### config.mk
export PLATFORM = sky130hd
export DESIGN_NAME = issue_scheduler_flat
export DESIGN_NICKNAME = d
export VERILOG_FILES = /design/src/rtl/issue_scheduler_if.sv /design/src/rtl/issue_scheduler.sv /design/src/flat_wrapper.sv
export SDC_FILE = /design/constraint.sdc
export NUM_CORES = 1
export LEC_CHECK = 0
export CAP_MARGIN = 20
export CORE_MARGIN = 8
export CORE_UTILIZATION = 46
export DETAILED_ROUTE_END_ITERATION = 6
export PLACE_DENSITY = 0.87
export SETUP_SLACK_MARGIN = 0.5
export SLEW_MARGIN = 5
export SYNTH_ARGS = -nofsm -noshare
export SYNTH_HDL_FRONTEND = slang
export SYNTH_SLANG_ARGS = --single-unit
### constraint.sdc
create_clock -name clock -period 4 [get_ports clock]
set_clock_uncertainty 0.05 [all_clocks]
set_input_delay 0.8 -clock clock [delete_from_list [all_inputs] [get_ports clock]]
set_output_delay 0.8 -clock clock [all_outputs]
set_load 0.1 [all_outputs]
### src/rtl/issue_scheduler_if.sv
// Decode, scoreboard and dispatch signals of the single-entry issue scheduler.
// The scheduler takes the slave modport; its environment takes the master modport.
interface issue_scheduler_if;
  logic       id_valid;
  logic       id_ready;
  logic [4:0] id_rs;
  logic [4:0] id_rt;
  logic       id_uses_rs;
  logic       id_uses_rt;
  logic [4:0] id_rd;
  logic       id_writes;
  logic [1:0] id_unit;
  logic       flush;
  logic [4:0] sb_addr_a;
  logic [4:0] sb_addr_b;
  logic [4:0] sb_waw_addr;
  logic       sb_pending_a;
  logic       sb_pending_b;
  logic       sb_waw_pending;
  logic [4:0] sb_writeaddr;
  logic [1:0] sb_registerunit;
  logic       sb_enablewrite;
  logic [2:0] iss_valid;
  logic [4:0] iss_rd;

  modport master (
    output id_valid, id_rs, id_rt, id_uses_rs, id_uses_rt, id_rd, id_writes, id_unit, flush,
    output sb_pending_a, sb_pending_b, sb_waw_pending,
    input  id_ready, sb_addr_a, sb_addr_b, sb_waw_addr,
    input  sb_writeaddr, sb_registerunit, sb_enablewrite, iss_valid, iss_rd
  );

  modport slave (
    input  id_valid, id_rs, id_rt, id_uses_rs, id_uses_rt, id_rd, id_writes, id_unit, flush,
    input  sb_pending_a, sb_pending_b, sb_waw_pending,
    output id_ready, sb_addr_a, sb_addr_b, sb_waw_addr,
    output sb_writeaddr, sb_registerunit, sb_enablewrite, iss_valid, iss_rd
  );
endinterface

### src/rtl/issue_scheduler.sv
// Single-entry in-order issue scheduler with RAW/WAW/writeback-port hazard checks.
// Define ISSUE_SCHED_STATS_EN to add the saturating stall_cycles counter output.
module issue_scheduler (
  input  logic               clock,
  input  logic               reset,
  issue_scheduler_if.slave   bus
`ifdef ISSUE_SCHED_STATS_EN
  ,
  output logic [15:0]        stall_cycles
`endif
);

  typedef enum logic [0:0] {StEmpty, StHeld} state_e;

  state_e     state_q, state_d;
  logic [4:0] rs_q, rs_d, rt_q, rt_d, rd_q, rd_d;
  logic       uses_rs_q, uses_rs_d, uses_rt_q, uses_rt_d, writes_q, writes_d;
  logic [1:0] unit_q, unit_d;
  logic [4:0] wb_res_q, wb_res_d;
  logic [2:0] iss_valid_q, iss_valid_d;
  logic [4:0] iss_rd_q, iss_rd_d;

  logic       held, eff_write, raw_haz, waw_haz, struct_haz, illegal, issue, ready, accept;
  logic [2:0] slot;
  logic [2:0] unit_onehot;

  // Unit decode: writeback latency slot and dispatch lane.
  always_comb begin
    slot        = 3'd0;
    unit_onehot = 3'b000;
    illegal     = 1'b0;
    case (unit_q)
      2'b00:   begin slot = 3'd1; unit_onehot = 3'b001; end
      2'b01:   begin slot = 3'd2; unit_onehot = 3'b010; end
      2'b10:   begin slot = 3'd4; unit_onehot = 3'b100; end
      default: illegal = 1'b1;
    endcase
  end

  always_comb begin
    held       = (state_q == StHeld);
    eff_write  = writes_q && (rd_q != 5'd0);
    raw_haz    = (uses_rs_q && (rs_q != 5'd0) && bus.sb_pending_a) ||
                 (uses_rt_q && (rt_q != 5'd0) && bus.sb_pending_b);
    waw_haz    = eff_write && bus.sb_waw_pending;
    struct_haz = eff_write && wb_res_q[slot];
    issue      = held && !bus.flush && !raw_haz && !waw_haz && !struct_haz && !illegal;
    // Gated by reset so every output reads 0 while reset is held low.
    ready      = reset && !bus.flush && (!held || issue);
    accept     = bus.id_valid && ready;
  end

  always_comb begin
    state_d   = state_q;
    rs_d      = rs_q;
    rt_d      = rt_q;
    rd_d      = rd_q;
    uses_rs_d = uses_rs_q;
    uses_rt_d = uses_rt_q;
    writes_d  = writes_q;
    unit_d    = unit_q;
    if (bus.flush) begin
      state_d = StEmpty;
    end else if (accept) begin
      state_d   = StHeld;
      rs_d      = bus.id_rs;
      rt_d      = bus.id_rt;
      rd_d      = bus.id_rd;
      uses_rs_d = bus.id_uses_rs;
      uses_rt_d = bus.id_uses_rt;
      writes_d  = bus.id_writes;
      unit_d    = bus.id_unit;
    end else if (issue) begin
      state_d = StEmpty;
    end
  end

  always_comb begin
    wb_res_d    = wb_res_q >> 1;
    iss_valid_d = 3'b000;
    iss_rd_d    = iss_rd_q;
    if (issue) begin
      iss_valid_d = unit_onehot;
      iss_rd_d    = rd_q;
      if (eff_write) begin
        wb_res_d = wb_res_d | (5'd1 << slot);
      end
    end
  end

  always_ff @(posedge clock or negedge reset) begin
    if (!reset) begin
      state_q     <= StEmpty;
      rs_q        <= 5'd0;
      rt_q        <= 5'd0;
      rd_q        <= 5'd0;
      uses_rs_q   <= 1'b0;
      uses_rt_q   <= 1'b0;
      writes_q    <= 1'b0;
      unit_q      <= 2'b00;
      wb_res_q    <= 5'd0;
      iss_valid_q <= 3'b000;
      iss_rd_q    <= 5'd0;
    end else begin
      state_q     <= state_d;
      rs_q        <= rs_d;
      rt_q        <= rt_d;
      rd_q        <= rd_d;
      uses_rs_q   <= uses_rs_d;
      uses_rt_q   <= uses_rt_d;
      writes_q    <= writes_d;
      unit_q      <= unit_d;
      wb_res_q    <= wb_res_d;
      iss_valid_q <= iss_valid_d;
      iss_rd_q    <= iss_rd_d;
    end
  end

  assign bus.id_ready        = ready;
  assign bus.sb_addr_a       = rs_q;
  assign bus.sb_addr_b       = rt_q;
  assign bus.sb_waw_addr     = rd_q;
  assign bus.sb_writeaddr    = rd_q;
  assign bus.sb_registerunit = unit_q;
  assign bus.sb_enablewrite  = issue && eff_write;
  assign bus.iss_valid       = iss_valid_q;
  assign bus.iss_rd          = iss_rd_q;

`ifdef ISSUE_SCHED_STATS_EN
  logic [15:0] stall_q, stall_d;

  always_comb begin
    stall_d = stall_q;
    if (held && !issue && !bus.flush && (stall_q != 16'hFFFF)) begin
      stall_d = stall_q + 16'd1;
    end
  end

  always_ff @(posedge clock or negedge reset) begin
    if (!reset) begin
      stall_q <= 16'd0;
    end else begin
      stall_q <= stall_d;
    end
  end

  assign stall_cycles = stall_q;
`endif

endmodule

### src/flat_wrapper.sv
// flat-port wrapper written by rule: the top's interface ports become plain ports
module issue_scheduler_flat 
  (clock, reset, bus_id_valid, bus_id_rs, bus_id_rt, bus_id_uses_rs, bus_id_uses_rt, bus_id_rd, bus_id_writes, bus_id_unit, bus_flush, bus_sb_pending_a, bus_sb_pending_b, bus_sb_waw_pending, bus_id_ready, bus_sb_addr_a, bus_sb_addr_b, bus_sb_waw_addr, bus_sb_writeaddr, bus_sb_registerunit, bus_sb_enablewrite, bus_iss_valid, bus_iss_rd);
  issue_scheduler_if bus_i ();
  input  logic clock;
  input  logic reset;
  input wire logic [$bits(bus_i.id_valid)-1:0] bus_id_valid;
  input wire logic [$bits(bus_i.id_rs)-1:0] bus_id_rs;
  input wire logic [$bits(bus_i.id_rt)-1:0] bus_id_rt;
  input wire logic [$bits(bus_i.id_uses_rs)-1:0] bus_id_uses_rs;
  input wire logic [$bits(bus_i.id_uses_rt)-1:0] bus_id_uses_rt;
  input wire logic [$bits(bus_i.id_rd)-1:0] bus_id_rd;
  input wire logic [$bits(bus_i.id_writes)-1:0] bus_id_writes;
  input wire logic [$bits(bus_i.id_unit)-1:0] bus_id_unit;
  input wire logic [$bits(bus_i.flush)-1:0] bus_flush;
  input wire logic [$bits(bus_i.sb_pending_a)-1:0] bus_sb_pending_a;
  input wire logic [$bits(bus_i.sb_pending_b)-1:0] bus_sb_pending_b;
  input wire logic [$bits(bus_i.sb_waw_pending)-1:0] bus_sb_waw_pending;
  output wire logic [$bits(bus_i.id_ready)-1:0] bus_id_ready;
  output wire logic [$bits(bus_i.sb_addr_a)-1:0] bus_sb_addr_a;
  output wire logic [$bits(bus_i.sb_addr_b)-1:0] bus_sb_addr_b;
  output wire logic [$bits(bus_i.sb_waw_addr)-1:0] bus_sb_waw_addr;
  output wire logic [$bits(bus_i.sb_writeaddr)-1:0] bus_sb_writeaddr;
  output wire logic [$bits(bus_i.sb_registerunit)-1:0] bus_sb_registerunit;
  output wire logic [$bits(bus_i.sb_enablewrite)-1:0] bus_sb_enablewrite;
  output wire logic [$bits(bus_i.iss_valid)-1:0] bus_iss_valid;
  output wire logic [$bits(bus_i.iss_rd)-1:0] bus_iss_rd;
  assign bus_i.id_valid = bus_id_valid;
  assign bus_i.id_rs = bus_id_rs;
  assign bus_i.id_rt = bus_id_rt;
  assign bus_i.id_uses_rs = bus_id_uses_rs;
  assign bus_i.id_uses_rt = bus_id_uses_rt;
  assign bus_i.id_rd = bus_id_rd;
  assign bus_i.id_writes = bus_id_writes;
  assign bus_i.id_unit = bus_id_unit;
  assign bus_i.flush = bus_flush;
  assign bus_i.sb_pending_a = bus_sb_pending_a;
  assign bus_i.sb_pending_b = bus_sb_pending_b;
  assign bus_i.sb_waw_pending = bus_sb_waw_pending;
  assign bus_id_ready = bus_i.id_ready;
  assign bus_sb_addr_a = bus_i.sb_addr_a;
  assign bus_sb_addr_b = bus_i.sb_addr_b;
  assign bus_sb_waw_addr = bus_i.sb_waw_addr;
  assign bus_sb_writeaddr = bus_i.sb_writeaddr;
  assign bus_sb_registerunit = bus_i.sb_registerunit;
  assign bus_sb_enablewrite = bus_i.sb_enablewrite;
  assign bus_iss_valid = bus_i.iss_valid;
  assign bus_iss_rd = bus_i.iss_rd;
  issue_scheduler u_core (.clock(clock), .reset(reset), .bus(bus_i));
endmodule
# Word-level counts from Yosys, hierarchy flattened
# Cells that the tools add are included.
dict set report word_totals {
  register_bits 34
  inputBits 27
  wordCells 56
}
dict set report classes {
  magnitude_cmp 1
  n_eq_ne 2
  n_shift 1
  mux 9
  n_bitwise 2
  reduce_logical 30
}
# op n
set op_table {}
lappend op_table {{$logic_and A1 B1 Y1} 16}
lappend op_table {{$reduce_bool A5 Y1} 3}
lappend op_table {{$mux W5} 2}
lappend op_table {{$pmux W3 S3} 1}
lappend op_table {{$logic_not A1 Y1} 5}
lappend op_table {{$or A4 B5 Y5} 1}
lappend op_table {{$shl A1 B3 Y5 const A} 1}
lappend op_table {{$lt A3 B4 Y1 const B} 1}
lappend op_table {{$mux W1} 4}
lappend op_table {{$bmux W1 S3} 1}
lappend op_table {{$mux W3} 1}
lappend op_table {{$reduce_bool A3 Y1} 1}
lappend op_table {{$reduce_or A3 Y1} 1}
lappend op_table {{$eq A2 B1 Y1 const B} 1}
lappend op_table {{$eq A2 B2 Y1 const B} 1}
lappend op_table {{$logic_not A2 Y1} 1}
lappend op_table {{$logic_or A1 B1 Y1} 2}
lappend op_table {{$reduce_and A2 Y1} 1}
lappend op_table {{$not A1 Y1} 1}

# Longest topological paths before layout
# Gate-level depths: netlist of run 1.
dict set report depth {
  ltp_word 14
  ltp_mapped 7
}

# Least setup slack after synthesis of run 1
# No wires, ideal clock.
dict set report synth_timing {
  path_kind {register -> output}
  from {register u_core.unit_q[0], in the netlist u_core.bus.sb_registerunit[0]}
  to {output port bus_sb_enablewrite}
  t_arrival_ps 4770
  t_required_ps 3150
  path_slack_ps -1620
  stages_incl_launch_ff 6
  n_path_buf 1
  cell_sequence {dfrtp_1 > buf_6 > mux4_2 > nor2_1 > nor2_2 > nor4_1}
}
dict set report synth_between {
  elab_chain_len 9
  elab_cells_between_ends 12
}
# item line
set synth_rtl {}
lappend synth_rtl {{start, declared} issue_scheduler.sv:18} ;# logic [1:0] unit_q, unit_d;
lappend synth_rtl {{start signal, assigned} issue_scheduler.sv:112} ;# unit_q <= unit_d;
lappend synth_rtl {{$eq A2 B2 Y1, or another cell as far along} issue_scheduler.sv:32} ;# case (unit_q)
lappend synth_rtl {{$pmux W3 S3} issue_scheduler.sv:32}
lappend synth_rtl {{$bmux W1 S3} issue_scheduler.sv:46} ;# struct_haz = eff_write && wb_res_q[slot];
lappend synth_rtl {{$mux W1 (implied by the code)} issue_scheduler.sv:46}
lappend synth_rtl {{$logic_and A1 B1 Y1} issue_scheduler.sv:46}
lappend synth_rtl {{$logic_not A1 Y1} issue_scheduler.sv:47} ;# issue = held && !bus.flush && !raw_haz && !waw_haz && !struct_haz && !illegal;
lappend synth_rtl {{$logic_and A1 B1 Y1} issue_scheduler.sv:47}
lappend synth_rtl {{$logic_and A1 B1 Y1 (*)} issue_scheduler.sv:47}
lappend synth_rtl {{$logic_and A1 B1 Y1 (*)} issue_scheduler.sv:125} ;# assign bus.sb_enablewrite = issue && eff_write;
lappend synth_rtl {{end, declared} flat_wrapper.sv:25} ;# output wire logic [$bits(bus_i.sb_enablewrite)-1:0] bus_sb_enablewrite;
# Mark *: on every way between the ends. The rest lies on a longest branch, timed or not. The select of a mux whose other input is x is not followed.

# Worst setup path after layout of run 1
dict set report layout_timing {
  from {register u_core.rd_q[0], in the netlist u_core.bus.sb_waw_addr[0]}
  to {output port bus_id_ready}
}
dict set report layout_between {
  elab_chain_len 9
  elab_cells_between_ends 11
}
# item line
set layout_rtl {}
lappend layout_rtl {{start, declared} issue_scheduler.sv:16} ;# logic [4:0] rs_q, rs_d, rt_q, rt_d, rd_q, rd_d;
lappend layout_rtl {{start signal, assigned} issue_scheduler.sv:108} ;# rd_q <= rd_d;
lappend layout_rtl {{$reduce_bool A5 Y1 (*)} issue_scheduler.sv:42} ;# eff_write = writes_q && (rd_q != 5'd0);
lappend layout_rtl {{$logic_and A1 B1 Y1 (*)} issue_scheduler.sv:42}
lappend layout_rtl {{$logic_and A1 B1 Y1} issue_scheduler.sv:45} ;# waw_haz = eff_write && bus.sb_waw_pending;
lappend layout_rtl {{$logic_not A1 Y1} issue_scheduler.sv:47}
lappend layout_rtl {{$logic_and A1 B1 Y1} issue_scheduler.sv:47}
lappend layout_rtl {{$logic_and A1 B1 Y1 (*) (2 in series)} issue_scheduler.sv:47}
lappend layout_rtl {{$logic_or A1 B1 Y1 (*)} issue_scheduler.sv:49} ;# ready = reset && !bus.flush && (!held || issue);
lappend layout_rtl {{$logic_and A1 B1 Y1 (*)} issue_scheduler.sv:49}
lappend layout_rtl {{end, declared} flat_wrapper.sv:19} ;# output wire logic [$bits(bus_i.id_ready)-1:0] bus_id_ready;
# Mark *: on every way between the ends. The rest lies on a longest branch, timed or not.

==> results by group, run 1 <==
Run status
  • Outcome: finished clean

Timing
  • Crit path time final: 3.28 ns
  • RSZ-0062 raised after global routing: no
  • Worst-margin pin slew: 0.995 ns
  • Fin. Hold Viols: 0
  • Final setup fails: 0
  • Period Utilization, post-route: 82.0%
  • Setup tns final: 0 ns
  • Final Max Slew Viols: 0
  • Max Clk Rate: between 300 and 400 MHz
  • Hold WS: 0.335 ns
  • Slew headroom: 33.5%

Cells and area
  • Fillers: roughly 230
  • Area delta synth->final: 44.1%
  • Final net count: 184
  • Post-Layout Cell Count: 202
  • Layout cells sized above 1: 23.4%
  • Antenna cells: 0
  • Final Cell Area: 2130 sq um
  • Reg area: 858 sq um
  • Area of the multi-input gates: 543 sq um

Worst hold path
  • Worst Hold Launch: u_core.wb_res_q[1]
  • Hold crit path type: reg2reg

Setup path
  • CP Capture Type: output pin
  • CP max FO: 13
  • CP startpoint: u_core.bus.sb_waw_addr[0]
  • FF-to-FF Start: u_core.bus.sb_addr_b[1]
  • CP Cell Sequence: or4_4 -> o21ai_4 -> nor2_2 -> nor3_4 -> buf_4 -> o21a_2 -> buf_12
  • CP required: 3.15 ns
  • Crit path kind: reg2out
  • CP max stage delay: 0.55 ns
  • Startpoint types: flop
  • Arrival time worst endpoint: 2.43 ns
  • Max stage delay cell, worst path: or4_4

Die
  • Initial Util: between 40% and 50%
  • I/O Pins: 59
  • Die area: 5290 sq um
  • Core area: 3050 sq um
  • DIE WIDTH: about 73 microns
  • Chip height: 72.7 microns
  • Rows: 20

Power
  • Power share of the sequential group: 30.1%
  • Combinational share of power: between 50 and 60%
  • Total power draw: roughly 1.7 mW
  • Clk pwr share: about an eighth
  • Int Power: 0.739 mW
  • Sw Ratio: between 50% and 60%
  • Leakage power: 0.887 nW
  • Switching power: 0.917 mW
  • Pwr dens: 777 nW/um^2
  • Peak supply drop: 0.000469 V

Logic synthesis
  • Synth Flop Type: dfrtp_1
  • Netlist cell types: 31
  • Post-synthesis cell count: 101
  • Synthesized net count: 128
  • Synthesized cell area: 1480 sq um
  • EDFF count, synth: 0
  • Avg Inst Size Synth: 14.6 sq um
  • Synth Register Bits: 34
  • Number of synthesis warnings: 0
  • Post-synthesis sequential area ratio: 57.5%
  • Post-synth ARST share: 100%

Detailed routing
  • Post-route ant nets: 0
  • Via density per instance: 5.03
  • First-pass DRT Iterations: 4
  • Wirelength per Cell: 16.6 microns
  • Initial drt markers: 57
  • Post-Route WL: 3360 microns
  • DRC viols: 0
  • Total number of vias: 1016

Clock tree
  • # clock sinks: 34
  • Num CTS Buffers: 5
  • Clock root buffer: clkbuf_4
  • CTS tree: done
  • Cts repair resizes: 0
  • Clock Tree Buf Depth: 2
  • Clock Latency Late Sink: 0.34 ns
  • Reg clk slew, reported paths: 0.10 ns
  • Post-CTS Setup Inserts: 0
  • # H-tree levels: 2
  • Hold_buf cts: 0

Placed design
  • Post-DP HPWL: 2580 microns
  • Placed Area: between 2000 and 2500 sq um
  • Placed insts: 194
  • Final GP Congestion: approximately 0.75
  • # port buffers: 58

Global routing
  • Antenna violations before repair: 0
  • GRT overflow: 0
  • Total global-route track usage: 13.5%
  • Vias in the first global route: 1087
  • Largest net degree at the start of global routing: 35
  • First-pass GRT wire length: approximately 5400 microns

Run
  • Max-Cap Viols: 0
-- synth_stat cells, types with 2 or more instances --
master / count / area [sq um]
nor2b_1: 2 / 12.5
mux2_2: 9 / 101
nand2_1: 3 / 11.3
mux2_1: 16 / 180
dfrtp_1: 34 / 851
buf_6: 4 / 45.0
inv_1: 3 / 11.3
buf_4: 5 / 37.5
nor3b_2: 2 / 25.0
clkbuf_1: 2 / 7.51
-- flip-flops by register name (all words and copies together) (netlist names) --
signal / flops
u_core.uses_rs_q: 1
u_core.uses_rt_q: 1
u_core.writes_q: 1
u_core.bus.sb_addr_a: 5
u_core.wb_res_q: 5
u_core.held: 1
u_core.bus.sb_registerunit: 2
u_core.bus.sb_addr_b: 5
u_core.bus.sb_waw_addr: 5
u_core.bus.iss_rd: 5
u_core.bus.iss_valid: 3
-- cell families after synthesis --
group | Yosys count | share of synthesized area, %
flops | 34 | 57.5
mux | 26 | 20.6
simple gates | 17 | 8.88
compound gates | 10 | 6.18
buf+inv | 14 | 6.85
-- worst max-delay path, delay by kind of cell, from the launching register on --
family	cells	cell delay (ns)
flip-flops	1	0.44
buffers and inverters	2	0.38
AND/OR/NAND/NOR	3	0.85
AO/OA/AOI/OAI	2	0.43
-- routing by layer --
metal	up-vias	GRT usage, %	part of all wire, %
met5	-	0	0
met4	0	8.67	2.5
met3	7	4.26	5.1
met2	28	24.4	57
met1	505	12.9	35
li1	476	-	-
-- metrics by stage --
stage,util [%],setup WS (ns)
2_1_floorplan,-,0.500
3_5_place_dp,67.8,0.766
3_3_place_gp,67.8,0.800
4_1_cts,69.8,0.688
5_1_grt,69.8,0.624
6_report,69.8,0.720
-- placed cells by master (no fill, tap or decap) --
cell type	n
buf_4	3
mux2_1	16
o211ai_1	1
clkbuf_4	5
o311a_1	1
nor2b_1	2
clkbuf_8	1
nor3b_2	2
nor2_1	1
a21o_1	1
o311a_2	1
clkinv_2	1
clkdlybuf4s50_1	56
buf_12	1
o311ai_0	1
or4_4	1
or3_1	1
inv_1	3
dfrtp_2	6
o21a_2	1
nor3_4	1
nor2_2	1
nand4_1	1
o21ai_4	1
and3_1	1
dfrtp_1	28
o31ai_1	1
a21oi_1	1
nor3_1	1
clkbuf_1	1
nor4_4	1
mux2_2	9
nor4b_2	1
mux4_2	1
a41o_1	1
nand2_1	3
-- power by group through the flow --
stage / Sequential [mW] / Clock [mW] / Combinational (mW)
final: 0.498 / 0.197 / 0.962
after global routing: 0.510 / 0.214 / 0.985
after CTS: 0.499 / 0.201 / 0.969
after detailed placement: 0.505 / 0 / 0.966
after global placement: 0.499 / 0 / 0.961
after floorplan: 1.00 / 0 / 0.246
-- worst paths after layout --
check	depth (start not counted)	slack, ns	to
setup / recovery	7	0.72	bus_id_ready
hold / removal	0	0.33	u_core.wb_res_q[0]
max in group asynchronous	2	2.72	u_core.bus.sb_waw_addr[0]
setup reg to reg	5	1.54	u_core.bus.sb_waw_addr[2]
min in group asynchronous	2	0.85	u_core.bus.iss_valid[2]
hold reg to reg	0	0.33	u_core.wb_res_q[0]
-- final cells by class --
class	count	area share (%)
well taps	44	2.58
clock inverters	1	0.235
clock buffers	7	2.58
inverters	3	0.528
flip-flops and latches	34	40.3
repair buffers	60	28.3
multi-input cells	53	25.5
Note: power is estimated with default switching activity, not from simulation.
==> inputs of run 2 (changes only) <==
--- a/config.mk
+++ b/config.mk
@@ -7,9 +7,9 @@
 export LEC_CHECK = 0
 export CAP_MARGIN = 20
 export CORE_MARGIN = 8
-export CORE_UTILIZATION = 46
+export CORE_UTILIZATION = 42
 export DETAILED_ROUTE_END_ITERATION = 6
-export PLACE_DENSITY = 0.87
+export PLACE_DENSITY = 0.81
 export SETUP_SLACK_MARGIN = 0.5
 export SLEW_MARGIN = 5
 export SYNTH_ARGS = -nofsm -noshare
==> constraint.sdc (replaced) <==
create_clock -name clock -period 3.1 [get_ports clock]
set_clock_uncertainty 0.05 [all_clocks]
set_input_delay 0.62 -clock clock [delete_from_list [all_inputs] [get_ports clock]]
set_output_delay 0.62 -clock clock [all_outputs]
set_load 0.1 [all_outputs]
==> run 2 against run 1 <==
Die area is 7.4% higher. Register-to-register slack worse by 0.87 ns. First-iteration DRC count stayed put. Critical endpoint unchanged. Clock power is 25% higher. Wire length is 3.9% higher. Final cell count is 4.5% higher. Utilization is 5.4 points lower. Global-route usage is 0.42 points lower.
==> results by group, run 2 (synthesized netlist as in run 1, its figures left out) <==
Detailed routing
  • Initial drt markers: 57 (unchanged)
  • WL met1: 1330 microns (was 1190 microns)
  • Met3 WL: 276 microns (was 172 microns)
  • Top Metal Used: met4 (unchanged)
  • Wirelength per Cell: 16.5 microns (was 16.6 microns)
  • Met2 wire length: 1840 microns (was 1920 microns)
  • First-pass DRT Iterations: 4 (unchanged)
  • Post-Route WL: 3490 microns (was 3360 microns)
  • DRC viols: 0 (unchanged)
  • Post-route ant nets: 0 (unchanged)
  • Total number of vias: 1027 (was 1016)
  • Via density per instance: 4.87 (was 5.03)

Cells and area
  • Area delta synth->final: 46.4% (was 44.1%)
  • Antenna cells: 0 (unchanged)
  • Commonest cells after routing, fill and taps aside: buf_4, clkdlybuf4s50_1, dfrtp_1 (was clkdlybuf4s50_1, dfrtp_1, mux2_1)
  • Final net count: 191 (was 184)
  • Fillers: 290 (was 227)
  • Most common cell after layout, fill and taps aside: buf_4 (was clkdlybuf4s50_1)
  • Layout cells sized above 1: 49.7% (was 23.4%)

Clock tree
  • Clock Tree Buf Depth: 2 (unchanged)
  • # clock sinks: 34 (unchanged)
  • Hold_buf cts: 0 (unchanged)
  • CTS tree: done (unchanged)
  • Clock root buffer: clkbuf_4 (unchanged)
  • Num CTS Buffers: 5 (unchanged)
  • # H-tree levels: 2 (unchanged)
  • Clock Latency Late Sink: 0.33 ns (was 0.34 ns)
  • Reg clk slew, reported paths: 0.10 ns (about the same)

Die
  • Chip height: 75.3 microns (was 72.7 microns)
  • Initial Util: 44.0% (was 48.4%)
  • Rows: 21 (was 20)
  • I/O Pins: 59 (unchanged)
  • Die area: 5680 sq um (was 5290 sq um)
  • DIE WIDTH: 75.3 microns (was 72.7 microns)
  • Core area: 3360 sq um (was 3050 sq um)

Run status
  • Outcome: finished clean (unchanged)

Setup path
  • Max stage delay cell, worst path: or4_4 (unchanged)
  • FF-to-FF Start: u_core.bus.sb_addr_b[1] (unchanged)
  • Startpoint types: flop (unchanged)
  • Crit path kind: reg2out (unchanged)
  • Reg2reg path depth: 5 (unchanged)
  • Reg-to-reg slack, setup: 0.67 ns (was 1.54 ns)
  • CP max FO: 2 (was 13)
  • CP required: 2.43 ns (was 3.15 ns)
  • CP Capture Type: output pin (unchanged)
  • CP Cell Sequence: or4_4 -> o21ai_4 -> nor2_4 -> nor3_4 -> o21a_4 -> buf_12 (was or4_4 -> o21ai_4 -> nor2_2 -> nor3_4 -> buf_4 -> o21a_2 -> buf_12)
  • Arrival time worst endpoint: 2.03 ns (was 2.43 ns)
  • CP max stage delay: 0.54 ns (was 0.55 ns)
  • Reg-to-reg endpoint: u_core.bus.sb_waw_addr[3] (was u_core.bus.sb_waw_addr[2])

Power
  • Total power draw: 2.14 mW (was 1.66 mW)
  • Peak supply drop: 0.000932 V (was 0.000469 V)
  • Leakage power: 0.960 nW (was 0.887 nW)
  • Pwr dens: 988 nW/um^2 (was 777 nW/um^2)

Placed design
  • # port buffers: 58 (unchanged)
  • DP Worst Slack: 0.386 ns (was 0.766 ns)
  • Post-DP HPWL: 2590 microns (was 2580 microns)
  • Final GP Congestion: 0.680 (was 0.754)

Worst hold path
  • Hold depth: 0 (unchanged)
  • Hold crit path type: reg2reg (unchanged)
  • Hold EP: u_core.wb_res_q[0] (unchanged)
  • Worst Hold Launch: u_core.wb_res_q[1] (unchanged)

Timing
  • Final Max Slew Viols: 0 (unchanged)
  • Period Utilization, post-route: between 80 and 90%
  • Crit path time final: 2.70 ns
  • Worst-margin pin slew: 0.515 ns (was 0.995 ns)
  • Max Clk Rate: 370 MHz
  • Final setup fails: 0 (unchanged)
  • RSZ-0062 raised after global routing: yes (was no)
  • Fin. Hold Viols: 0 (unchanged)
  • Slack of the critical path: 0.396 ns (was 0.720 ns)
  • Slew headroom: 65.7% (was 33.5%)

Run
  • Max-Cap Viols: 0 (unchanged)

Global routing
  • Total global-route track usage: 13.1% (was 13.5%)
  • Vias in the first global route: 1178 (was 1087)
  • GRT overflow: 0 (unchanged)
  • First-pass GRT wire length: 5460 microns (was 5390 microns)
  • Antenna violations before repair: 0 (unchanged)
  • Largest net degree at the start of global routing: 35 (unchanged)
-- run 2: cell types whose count changed in the layout (fill, tap and decap cells not counted), sizes merged --
cell	before	now
clkdlybuf4s50	56	26
buf	4	41
-- run 2: how the worst max path moves through the flow --
| stage | end | slack (ns) | startpoint |
|---|---|---|---|
| after CTS | bus_id_ready | 0.35 | u_core.bus.sb_waw_addr[4] |
| after detailed placement | u_core.bus.sb_addr_b[4] | 0.39 | bus_sb_pending_a |
| final | bus_id_ready | 0.40 | u_core.bus.sb_waw_addr[4] |
| after global routing | bus_id_ready | 0.30 | u_core.bus.sb_waw_addr[4] |
| after global placement | bus_id_ready | 0.40 | bus_sb_pending_a |
| after floorplan | bus_sb_enablewrite | -0.09 | u_core.bus.sb_waw_addr[0] |
-- run 2: repair_timing --
action                     in CTS  in global routing
hold endpoints to repair        0                  0
setup endpoints to repair       2                  2
gates resized for setup         2                  0
pin swaps                       5                  3
setup buffers                   6                  1
-- run 2: critical path: cells and delay by family (launching register included) --
family	cells	cell delay [ns]
DFF	1	0.41
AOI/OAI and AO/OA	2	0.32
and+or+nand+nor	3	0.81
buffers and inverters	1	0.16
-- run 2: through the flow --
step | cell area, sq um | hold slack [ns] | utilization, % | TNS (ns) | instances
floorplan | 1530 | 0.274 | - | -0.0873 | 101
finish | 2170 | 0.339 | 64.4 | 0 | 211
global route | 2170 | 0.354 | 64.4 | 0 | 211
detailed placement | 2040 | 0.323 | 60.6 | 0 | 196
CTS | 2160 | 0.337 | 64.2 | 0 | 210
global placement | 2040 | 0.305 | 60.6 | 0 | 196
-- run 2: metal layers --
| layer | up-vias | track usage (%) |
|---|---|---|
| li1 | 486 | - |
| met1 | 503 | 13.7 |
| met2 | 33 | 21.9 |
| met3 | 5 | 5.92 |
| met4 | 0 | 6.40 |
| met5 | - | 0 |
-- run 2: where the power goes --
| group | internal [mW] | total [mW] | leakage, nW | switching (mW) |
|---|---|---|---|---|
| Combinational | 0.287 | 1.26 | 0.514 | 0.968 |
| Sequential | 0.556 | 0.637 | 0.410 | 0.0807 |
| Clock | 0.110 | 0.247 | 0.0353 | 0.137 |
-- run 2: cell type report --
cell class | count | area [sq um] | share of cell area (%)
clock buffer | 7 | 55.1 | 2.54
clock inverter | 1 | 5.00 | 0.231
inverter | 3 | 11.3 | 0.520
multi-input combinational | 53 | 573 | 26.5
sequential | 34 | 871 | 40.2
tap | 46 | 57.6 | 2.66
timing repair buffer | 67 | 593 | 27.4
==> inputs of run 3 (changes only) <==
--- a/config.mk
+++ b/config.mk
@@ -5,6 +5,7 @@
 export SDC_FILE = /design/constraint.sdc
 export NUM_CORES = 1
 export LEC_CHECK = 0
+export ABC_CLOCK_PERIOD_IN_PS = 3100
 export CAP_MARGIN = 20
 export CORE_MARGIN = 8
 export CORE_UTILIZATION = 42
==> results of run 3 <==
Final layout, timing and power as in run 2 (identical DEF).
==> edit, RTL diff (flow settings as in run 1) <==
`rs_q`, `rt_q`, `rd_q` and `wb_res_q` no longer have a reset.
--- a/src/rtl/issue_scheduler.sv
+++ b/src/rtl/issue_scheduler.sv
@@ -93,5 +93,2 @@
       state_q     <= StEmpty;
-      rs_q        <= 5'd0;
-      rt_q        <= 5'd0;
-      rd_q        <= 5'd0;
       uses_rs_q   <= 1'b0;
@@ -100,3 +97,2 @@
       unit_q      <= 2'b00;
-      wb_res_q    <= 5'd0;
       iss_valid_q <= 3'b000;
@@ -105,5 +101,2 @@
       state_q     <= state_d;
-      rs_q        <= rs_d;
-      rt_q        <= rt_d;
-      rd_q        <= rd_d;
       uses_rs_q   <= uses_rs_d;
@@ -112,3 +105,2 @@
       unit_q      <= unit_d;
-      wb_res_q    <= wb_res_d;
       iss_valid_q <= iss_valid_d;
@@ -116,2 +108,9 @@
     end
+  end
+
+  always_ff @(posedge clock) begin
+    rs_q     <= rs_d;
+    rt_q     <= rt_d;
+    rd_q     <= rd_d;
+    wb_res_q <= wb_res_d;
   end
Formal check against the unedited RTL: differs if reset is asserted again (counterexample within 4 cycles, from zero or initial values and one cycle with reset low); with reset held inactive, the same outputs for 10 cycles.
==> edit against run 1 <==
  * Die area fell by 10%
  * Cell count fell by 17%
  * Hold slack got worse by 0.032 ns
  * Design area fell by 7.7%
  * Routed wire length fell by 5.0%
  * Utilization rose by 2.8 points
  * Via count fell by 15%
  * Worst setup slack got worse by 0.040 ns
  * Critical path type is now input port to output pin
  * Area after synthesis fell by 13%
  * Sequential cell count did not move
Power is not compared: it rests on default switching activity, and its combinational part moved more than twofold at a synthesized area within 25%.
==> edit: results (changes against run 1) <==
min_from: "u_core.wb_res_q[1]"
p_leak_uw: 0.000747
synth_top_cells_by_count: "edfxtp_1, dfrtp_1"
hold_end: "u_core.wb_res_q[0]"
ff2ff_setup_slack_ns: 1.09  # -0.45 ns
grt.total_usage_pct: 15.5  # +1.9 points
antennaDiodeCount: 0  # unchanged
reg2regPathDepth: 5  # unchanged
drive_gt1_share_pct: 16.1  # -7.4 points
dr.pass1.iters: 4  # unchanged
dp_hpwl_um: 2370  # -8.0%
vdd_ir_drop_max_uv: 415
clk_pin_slew_ns: 0.10  # about the same
yosysWarnings: 0  # unchanged
nets: 163  # -11%
viasPerCell: 5.13  # +1.9%
worstHoldPathCells: 0  # unchanged
synth_flop_cell: "edfxtp_1"
async_flop_share_pct: 41.2  # -59 points
clock_path_buffers: 2  # unchanged
antenna_found_initial: 0  # unchanged
worst-slew-pin-transition_ns: 0.999  # +0.00425 ns
grt_pass1_vias: 1037  # -4.6%
reg2reg_from: "u_core.bus.sb_waw_addr[0]"
io_buffers: 58  # unchanged
synth_edf_count: 15  # +15
hold_class: "flop to flop"
htree_levels: 2  # unchanged
cts_buffers: 5  # unchanged
grt_pass1_wl_um: 5180  # -4.0%
wl_per_cell_um: 19.0  # +14%
synth_fp_nets: 106  # -17%
drtIter0Drc: 20  # -65%
ys_seq_area_share_pct: 70.1  # +13 points
netlist_top_cells_area: "edfxtp_1, dfrtp_1, dfxtp_1"
clk_latency_ns: 0.32  # -0.02 ns
grt_max_degree: 21  # -40%
ys_types: 28  # -9.7%
rr_endpoint: "u_core.uses_rs_q"
cap_violations: 0  # unchanged
gp_congestion: 0.734  # -2.6%
status: "completed"
whs_ns: 0.303  # -0.0318 ns
## edit: cells by family (layout without fill, tap and decap cells)
logic type             after synthesis  after routing  synth area share (%)
DFF                                 34             34                  70.1
and+or+nand+nor                     15             15                  6.91
muxes                               11             11                  12.0
buffers and inverters               10             68                  4.58
AOI/OAI and AO/OA                    9              9                  6.43
## edit: timing repair
action	4_1_cts	5_1_grt
endpoints found under the setup margin	0	2
buffers inserted	0	0
hold endpoints to repair	0	0
gates resized for setup	0	1
## edit: how the worst max path moves through the flow
stage	endpoint	slack, ns	depth (start not counted)	startpoint
5_1_grt	bus_id_ready	0.53	5	u_core.bus.sb_waw_addr[0]
2_1_floorplan	bus_id_ready	0.28	6	u_core.bus.sb_registerunit[0]
3_3_place_gp	bus_id_ready	0.66	6	bus_flush
4_1_cts	bus_id_ready	0.50	5	u_core.bus.sb_waw_addr[0]
6_report	bus_id_ready	0.68	6	bus_flush
3_5_place_dp	bus_id_ready	0.59	6	bus_flush
## edit: critical path: stages
cell	delay [ns]
clkdlybuf4s50_1	0.43
nand2b_1	0.18
a21oi_1	0.23
o2111ai_4	0.35
a21oi_4	0.28
buf_12	0.19
## edit: layer usage
layer	global-route usage (%)	share of wire, %	wire (µm)	up-vias
li1	-	-	-	401
met1	14.3	33	1060	412
met2	25.9	53	1680	46
met3	11.1	14	439	2
met4	5.76	0.44	14	0
met5	0	0	0	-
## edit: where the power goes
group	total [µW]	internal, µW	switching (µW)	leakage, µW
Combinational	390	111	280	0.000360
Clock	191	85.1	106	0.0000353
Sequential	436	403	33.2	0.000351
## edit: per-stage QoR
step | utilization [%] | cells | setup WS, ns | instance area, µm²
final | 72.6 | 168 | 0.680 | 1970
after global routing | 72.6 | 168 | 0.532 | 1970
after global placement | 69.9 | 160 | 0.658 | 1900
after floorplan | - | 79 | 0.283 | 1300
after detailed placement | 69.9 | 160 | 0.588 | 1900
after CTS | 72.2 | 168 | 0.500 | 1960
## edit: final cells by class
type	instances	area (µm²)
clock buffer	7	55.1
fill	178	743
multi-input combinational	35	355
sequential	34	901
clock inverter	1	5.00
inverter	1	3.75
tap	31	38.8
timing repair buffer	59	608
